==> src/rtl/mem_port_arbiter.sv <==
`default_nettype none
// ============================================================================
// mem_port_arbiter: shares one single-port word memory between the debug
// loader (DBG), the MEM-stage data port (DAT) and the IF-stage fetch (IFE).
// Revision: 1.0
// ============================================================================
module mem_port_arbiter #(
  parameter int AW           = 10,
  parameter int DW           = 32,
  parameter int STARVE_LIMIT = 4
) (
  input  logic          clk1,
  input  logic          rst_n,

  input  logic          dbg_req,
  input  logic          dbg_we,
  input  logic [AW-1:0] dbg_addr,
  input  logic [DW-1:0] dbg_wdata,
  input  logic          dbg_lock,

  input  logic          dat_req,
  input  logic          dat_we,
  input  logic [AW-1:0] dat_addr,
  input  logic [DW-1:0] dat_wdata,

  input  logic          ife_req,
  input  logic [AW-1:0] ife_addr,

  output logic          dbg_gnt,
  output logic          dat_gnt,
  output logic          ife_gnt,
  output logic          dbg_rvalid,
  output logic          dat_rvalid,
  output logic          ife_rvalid,
  output logic [DW-1:0] rdata,
  output logic          locked,

  output logic          mem_en,
  output logic          mem_we,
  output logic [AW-1:0] mem_addr,
  output logic [DW-1:0] mem_wdata,
  input  logic [DW-1:0] mem_rdata
);

  localparam logic [3:0] c_starve_max = 4'(STARVE_LIMIT);

  typedef enum logic [0:0] {
    ST_ARB    = 1'b0,
    ST_LOCKED = 1'b1
  } state_t;

  state_t     state_q, state_d;
  logic [3:0] starve_q, starve_d;
  logic       dbg_rv_q, dbg_rv_d;
  logic       dat_rv_q, dat_rv_d;
  logic       ife_rv_q, ife_rv_d;

  logic       w_force_ife;

  // IFE overrides DAT (never DBG) once it has been denied STARVE_LIMIT cycles
  assign w_force_ife = (starve_q == c_starve_max) && ife_req;

  always_comb begin
    dbg_gnt = 1'b0;
    dat_gnt = 1'b0;
    ife_gnt = 1'b0;
    state_d = state_q;
    if (state_q == ST_LOCKED) begin
      dbg_gnt = dbg_req;
      if (!dbg_lock) begin
        state_d = ST_ARB;
      end
    end else begin
      if (dbg_req) begin
        dbg_gnt = 1'b1;
        if (dbg_lock) begin
          state_d = ST_LOCKED;
        end
      end else if (w_force_ife) begin
        ife_gnt = 1'b1;
      end else if (dat_req) begin
        dat_gnt = 1'b1;
      end else if (ife_req) begin
        ife_gnt = 1'b1;
      end
    end
  end

  always_comb begin
    mem_en    = dbg_gnt | dat_gnt | ife_gnt;
    mem_we    = 1'b0;
    mem_addr  = '0;
    mem_wdata = '0;
    if (dbg_gnt) begin
      mem_we    = dbg_we;
      mem_addr  = dbg_addr;
      mem_wdata = dbg_wdata;
    end else if (dat_gnt) begin
      mem_we    = dat_we;
      mem_addr  = dat_addr;
      mem_wdata = dat_wdata;
    end else if (ife_gnt) begin
      mem_addr  = ife_addr;
    end
  end

  // The starvation counter is frozen while DBG owns the port.
  always_comb begin
    starve_d = starve_q;
    if (state_q == ST_ARB) begin
      if (ife_gnt || !ife_req) begin
        starve_d = 4'd0;
      end else if (starve_q < c_starve_max) begin
        starve_d = starve_q + 4'd1;
      end
    end
  end

  always_comb begin
    dbg_rv_d = dbg_gnt & ~dbg_we;
    dat_rv_d = dat_gnt & ~dat_we;
    ife_rv_d = ife_gnt;
  end

  always_ff @(posedge clk1 or negedge rst_n) begin
    if (!rst_n) begin
      state_q  <= ST_ARB;
      starve_q <= 4'd0;
      dbg_rv_q <= 1'b0;
      dat_rv_q <= 1'b0;
      ife_rv_q <= 1'b0;
    end else begin
      state_q  <= state_d;
      starve_q <= starve_d;
      dbg_rv_q <= dbg_rv_d;
      dat_rv_q <= dat_rv_d;
      ife_rv_q <= ife_rv_d;
    end
  end

  // The response tag is the one-hot set of rvalid flops; rdata is zero otherwise.
  assign dbg_rvalid = dbg_rv_q;
  assign dat_rvalid = dat_rv_q;
  assign ife_rvalid = ife_rv_q;
  assign rdata      = (dbg_rv_q | dat_rv_q | ife_rv_q) ? mem_rdata : '0;
  assign locked     = (state_q == ST_LOCKED);

endmodule
`default_nettype wire

==> config.mk <==
export PLATFORM = sky130hd
export DESIGN_NAME = mem_port_arbiter
export DESIGN_NICKNAME = d
export VERILOG_FILES = /design/src/rtl/mem_port_arbiter.sv
export SDC_FILE = /design/constraint.sdc
export NUM_CORES = 1
export LEC_CHECK = 0
export CELL_PAD_IN_SITES_DETAIL_PLACEMENT = 0
export CELL_PAD_IN_SITES_GLOBAL_PLACEMENT = 2
export CORE_MARGIN = 8
export CORE_UTILIZATION = 10
export DETAILED_ROUTE_END_ITERATION = 8
export PLACE_DENSITY_LB_ADDON = 0.1
export SKIP_CTS_REPAIR_TIMING = 1
export SLEW_MARGIN = 5
export SYNTH_ARGS = -nofsm -noshare
export SYNTH_HDL_FRONTEND = slang
export SYNTH_SLANG_ARGS = --single-unit
==> constraint.sdc <==
create_clock -name clk1 -period 2.3 [get_ports clk1]
set_input_delay 0.46 -clock clk1 [delete_from_list [all_inputs] [get_ports clk1]]
set_output_delay 0.46 -clock clk1 [all_outputs]
set_load 0.02 [all_outputs]
==> results.cfg, run 1 <==
[logic_synthesis]
avgSynthCellArea_sq_um = 8.08
synthTopCellsByCount = 43 x a22o_1, 35 x nor2b_1, 11 x a21o_1
synth_top_cells_by_area = a22o_1 33%, nor2b_1 19%, dfrtp_1 17%, a21o_1 7.2%, clkbuf_1 2.6%
synthesis.area_sq_um = 1150
synth_most_common_cell = a22o_1
ys_warn_count = 0
syn_inst = 142
syn_nets = 278
synth.top_cell.area_share_pct = 32.8
ys_async_sr_fraction_pct = 100
ys_ff_latch = 8
synthFlopType = dfrtp_1
ys_seq_area_share_pct = 17.4
synth_edf_count = 0
ys_types = 24
yosys.area.top_type = a22o_1

[timing]
worst_slew_pin_slew_ns = 0.517
min_period_ns = 2.31
final_max_slew_viol_count = 0
period_share_pct = 100
finalSetupViolCount = 1
finClkSkew_ns = 0.00387
slew_headroom_pct = 65.5
max_freq_mhz = 433
rsz0062_at_grt = true
finalHoldViolations = 0
setup_slack_ns = -0.00762

[run]
max_cap_viol_count = 0

[cells_and_area]
area_growth_pct = 220
drive_gt1_share_pct = 20.2
fin_cells = 509
antenna_cells = 0
finalNetCount = 504

[cts]
clkTransAtPathRegs_ns = 0.04
clockRootBuffer = clkbuf_16
cts_sinks = 8
cts_buffers = 3
h-tree-depth = 1
clk_latency_ns = 0.23
tritoncts = yes
cts_buffer_depth = 2

[worst_setup_path]
crit_required_ns = 1.84
worst_setup_path_start_kind = register
regToRegStartpoint = starve_q[1]
crit_path_max_fanout = 7
worstPathArrival_ns = 1.85
crit_type = reg2out
startpoint = starve_q[1]
crit_path_end_kind = primary output

[floorplanning]
rows = 39
design.portCount = 217
die_w_um = 123
initial_utilization_pct = 10.1
dieHeight_um = 123
die_area_sq_um = 15200
core_area_sq_um = 11300

[power_and_ir_drop]
power.density_nw_per_um2 = 347
cellLeakagePower_nw = 1.63
ir_worst_vdd_v = 0.000334

[placed_design]
dp_slack_ns = -0.494
portBuffers = 216
dp.cells = 503
hpwl_um = 7370
globalplace.congestion = 0.729

[routing]
ant_nets = 0
drt_iter0_drc = 21
drc_errors = 0
firstDrtPassIters = 4
top_layer_used = met4
wl_met1_um = 2870
routed-wl-met3_um = 1410
wl_per_cell_um = 16.8
via_per_inst = 3.99
met2WireLength_um = 4170
vias = 2029
routed_wl_um = 8560

[run_status]
violations = negative setup slack
status = finished, violations left

[global_routing]
grt_start_max_net_pins = 50
antenna_found_initial = 0
grt_pass1_wl_um = 11800
overflow = 0
grtUsageTotal_pct = 10.0
grt_pass1_vias = 2199

[worst_hold_path]
worstHoldPathType = in2async
## cell usage in the layout, fill, tap and decap left out, types with 2 or more instances in the layout
cell type | netlist | layout
buf_6 | 2 | 22
buf_4 | 2 | 14
nor2b_1 | 35 | 35
dlymetal6s2s_1 | 0 | 6
nor3_1 | 4 | 3
a22o_1 | 43 | 43
clkbuf_16 | 0 | 4
dfrtp_1 | 8 | 8
buf_12 | 0 | 4
inv_2 | 0 | 3
a21oi_1 | 4 | 4
clkbuf_2 | 0 | 19
a21o_1 | 11 | 11
nand2_1 | 2 | 2
buf_2 | 3 | 2
clkdlybuf4s50_1 | 0 | 168
nor2_1 | 5 | 5
## layout make-up
| type | count | area, sq um |
|---|---|---|
| inverters | 3 | 11.3 |
| repair buffers | 236 | 2320 |
| multi-input cells | 116 | 885 |
| fillers | 1216 | 7650 |
| well taps | 143 | 179 |
| clock buffers | 3 | 75.1 |
| flip-flops and latches | 8 | 200 |
## logic make-up after synthesis
group | count (synthesis) | synth area share [%]
AO/OA/AOI/OAI | 63 | 45.0
adder cells (fa/ha/maj) | 2 | 2.18
buffers and inverters | 18 | 8.18
flip-flops | 8 | 17.4
AND/OR/NAND/NOR | 51 | 27.2
## worst max-delay path, cell delays in order (launching register included)
cell       delay (ns)
dfrtp_1          0.39
inv_2            0.08
ha_4             0.14
nand3b_4         0.09
o211a_4          0.27
clkbuf_16        0.16
a22o_1           0.19
a21o_1           0.16
buf_6            0.13
## power breakdown
part / internal, W / switching [W]
registers: 0.000151 / 0.00000755
clock network: 0.000224 / 0.0000702
logic: 0.000483 / 0.000337
total: 0.000859 / 0.000415
## worst paths after layout
path	end	slack, ns	cells after the start
worst min-delay path	locked	0.51	1
min in group clk1	starve_q[1]	0.56	3
worst max-delay path	mem_addr[0]	-0.008	8
max in group asynchronous	ife_rvalid	1.51	1
worst min register to register	starve_q[0]	0.60	2
worst max register to register	dat_rvalid	0.89	6
## registers in the layout, indices dropped and copies added, names as in the netlist
register    cells
locked          1
dat_rvalid      1
dbg_rvalid      1
ife_rvalid      1
starve_q        4
## routing by layer
layer	vias up	global-route usage, %
met4	0	2.86
li1	975	-
met3	6	5.07
met2	158	18.5
met1	890	9.63
met5	-	0
## metrics by stage
stage          power, W  hold slack [ns]  setup TNS [ns]  util, %  cell area [sq um]
2_1_floorplan  0.000471            0.164               0        -               1150
3_3_place_gp   0.000987            0.578          -18.67     31.6               3580
3_5_place_dp   0.000981            0.571          -18.52     31.6               3580
4_1_cts         0.00128            0.532          -20.01     32.3               3650
5_1_grt         0.00135            0.549           -1.20     32.4               3670
6_report        0.00127            0.515        -0.00762     32.4               3670
No activity file was read; power rests on OpenSTA's default activity.
==> run 2, diff against run 1 <==
CORE_MARGIN = 3   (was 8)
==> run 2 against run 1 <==
Against the previous run: the flow still finishes with violations (negative setup slack); flip-flop and latch count is the same; core utilization grew 2.0 points; register-to-register slack is essentially flat; sequential share of layout area shrank 0.17 points; final area grew 3.3%; combinational power grew 3.0%; clock power shrank 3%; sequential power is essentially flat; die area shrank 16%; critical endpoint unchanged; highest routed layer unchanged.
==> results.cfg, run 2 (synthesis results as in run 1) <==
[run_status]
status = finished, violations left
violations = negative setup slack

[routing]
vias = 2039
wl_per_cell_um = 14.7
firstDrtPassIters = 4
drc_errors = 0
routed_wl_um = 7450
drt_iter0_drc = 29
ant_nets = 0
via_per_inst = 4.01

[cts]
clockRootBuffer = clkbuf_16
tritoncts = yes
h-tree-depth = 1
clk_latency_ns = 0.23
cts_buffers = 3
cts_buffer_depth = 2
clkTransAtPathRegs_ns = 0.04
cts_sinks = 8

[global_routing]
grt_pass1_wl_um = 10700
grtUsageTotal_pct = 10.4
overflow = 0
antenna_found_initial = 0
grt_pass1_vias = 2101
grt_start_max_net_pins = 50

[floorplanning]
die_w_um = 113
core_area_sq_um = 11000
rows = 38
initial_utilization_pct = 10.4
design.portCount = 217
dieHeight_um = 113
die_area_sq_um = 12800

[placed_design]
dp.cells = 503
hpwl_um = 6290
globalplace.congestion = 0.697
portBuffers = 216

[cells_and_area]
antenna_cells = 0
fillers = 1152
final_common_cell = clkdlybuf4s50_1
area_growth_pct = 230
multi_input_area_sq_um = 886
finalNetCount = 506
seq_area_sq_um = 200
largest_reg_flops = 4
drive_gt1_share_pct = 21.7
max_flop_register = starve_q
layout_common_cells = 168 x clkdlybuf4s50_1, 43 x a22o_1, 39 x buf_6, 35 x nor2b_1, 15 x buf_4
fin_cells = 508

[timing]
finClkSkew_ns = 0.000896
period_share_pct = 101
slew_headroom_pct = 64.6
finalHoldViolations = 0
min_period_ns = 2.33
rsz0062_at_grt = true
finalSetupViolCount = 12
setup_slack_ns = -0.0273
final_max_slew_viol_count = 0
worst_slew_pin_slew_ns = 0.531
max_freq_mhz = 430

[power_and_ir_drop]
power_switching_w = 0.000406
cellLeakagePower_nw = 1.63
clkPwrFrac_pct = 22.2
power.density_nw_per_um2 = 340
power_frac_comb_pct = 65.5
seqPwrFrac_pct = 12.3
p_int_w = 0.000884
ir_worst_vdd_v = 0.000171
total_power_w = 0.00129
p_sw_share_pct = 31.4

[worst_setup_path]
worst_setup_path_start_kind = register
crit_path_end_kind = primary output
r2r_setup_slack_ns = 0.90
crit_type = reg2out
crit_path_max_fanout = 5
crit_required_ns = 1.84
regToRegStartpoint = starve_q[1]
r2r_cells = 6
r2r-end = dat_rvalid
worstPathArrival_ns = 1.87

[run]
max_cap_viol_count = 0

[worst_hold_path]
worstHoldPathType = in2async
==> run 2: changes by cell type in the layout (fill, tap and decap cells not counted), sizes merged <==
cell          before  now
buf               42   62
clkbuf            23    9
dlymetal6s2s       6    2
==> run 2: layer usage <==
layer / GRT usage (%) / wire, um / vias to the layer above
met5: 0 / 0 / -
met4: 3.61 / 181 / 0
met3: 4.65 / 1130 / 12
met2: 18.8 / 3660 / 161
met1: 10.7 / 2480 / 886
li1: - / - / 980
==> run 2: power by group through the flow <==
| stage | Sequential, W | Combinational, W | Clock [W] |
|---|---|---|---|
| CTS | 0.000158 | 0.000821 | 0.000294 |
| global route | 0.000160 | 0.000904 | 0.000304 |
| finish | 0.000159 | 0.000845 | 0.000286 |
| detailed placement | 0.000159 | 0.000818 | 0 |
| global placement | 0.000160 | 0.000826 | 0 |
| floorplan | 0.000166 | 0.000305 | 0 |
==> run 2: final cells by class <==
cell class | count | area share (%)
Inverter | 3 | 0.297
Timing Repair Buffer | 238 | 64.5
Sequential cell | 8 | 5.28
Clock buffer | 3 | 1.98
Multi-Input combinational cell | 116 | 23.4
Tap cell | 140 | 4.62
==> run 2: metrics by stage <==
step / setup TNS [ns] / utilization (%) / worst slack (ns) / hold slack (ns) / area, sq um
after global placement: -20.03 / 32.8 / -0.484 / 0.582 / 3610
after detailed placement: -19.82 / 32.8 / -0.481 / 0.575 / 3610
after CTS: -20.58 / 33.5 / -0.523 / 0.525 / 3690
final: -0.169 / 34.4 / -0.0273 / 0.510 / 3790
after floorplan: 0 / - / 0.245 / 0.164 / 1150
after global routing: -3.24 / 34.4 / -0.108 / 0.540 / 3790
==> run 2: worst max-delay path by stage <==
stage	start	endpoint	slack, ns	depth (start not counted)
after floorplan	starve_q[0]	mem_en	0.24	7
after global placement	ife_req	mem_addr[8]	-0.48	7
after detailed placement	ife_req	mem_addr[8]	-0.48	7
after CTS	starve_q[1]	mem_addr[8]	-0.52	8
after global routing	starve_q[1]	mem_addr[9]	-0.11	8
final	starve_q[1]	mem_addr[0]	-0.03	8
==> run 2: critical path, cell delays in order (launching register included) <==
cell,delay (ns)
dfrtp_1,0.38
inv_2,0.08
ha_4,0.14
nand3b_4,0.09
o211a_4,0.30
clkbuf_16,0.17
a22o_1,0.18
a21o_1,0.17
buf_6,0.13
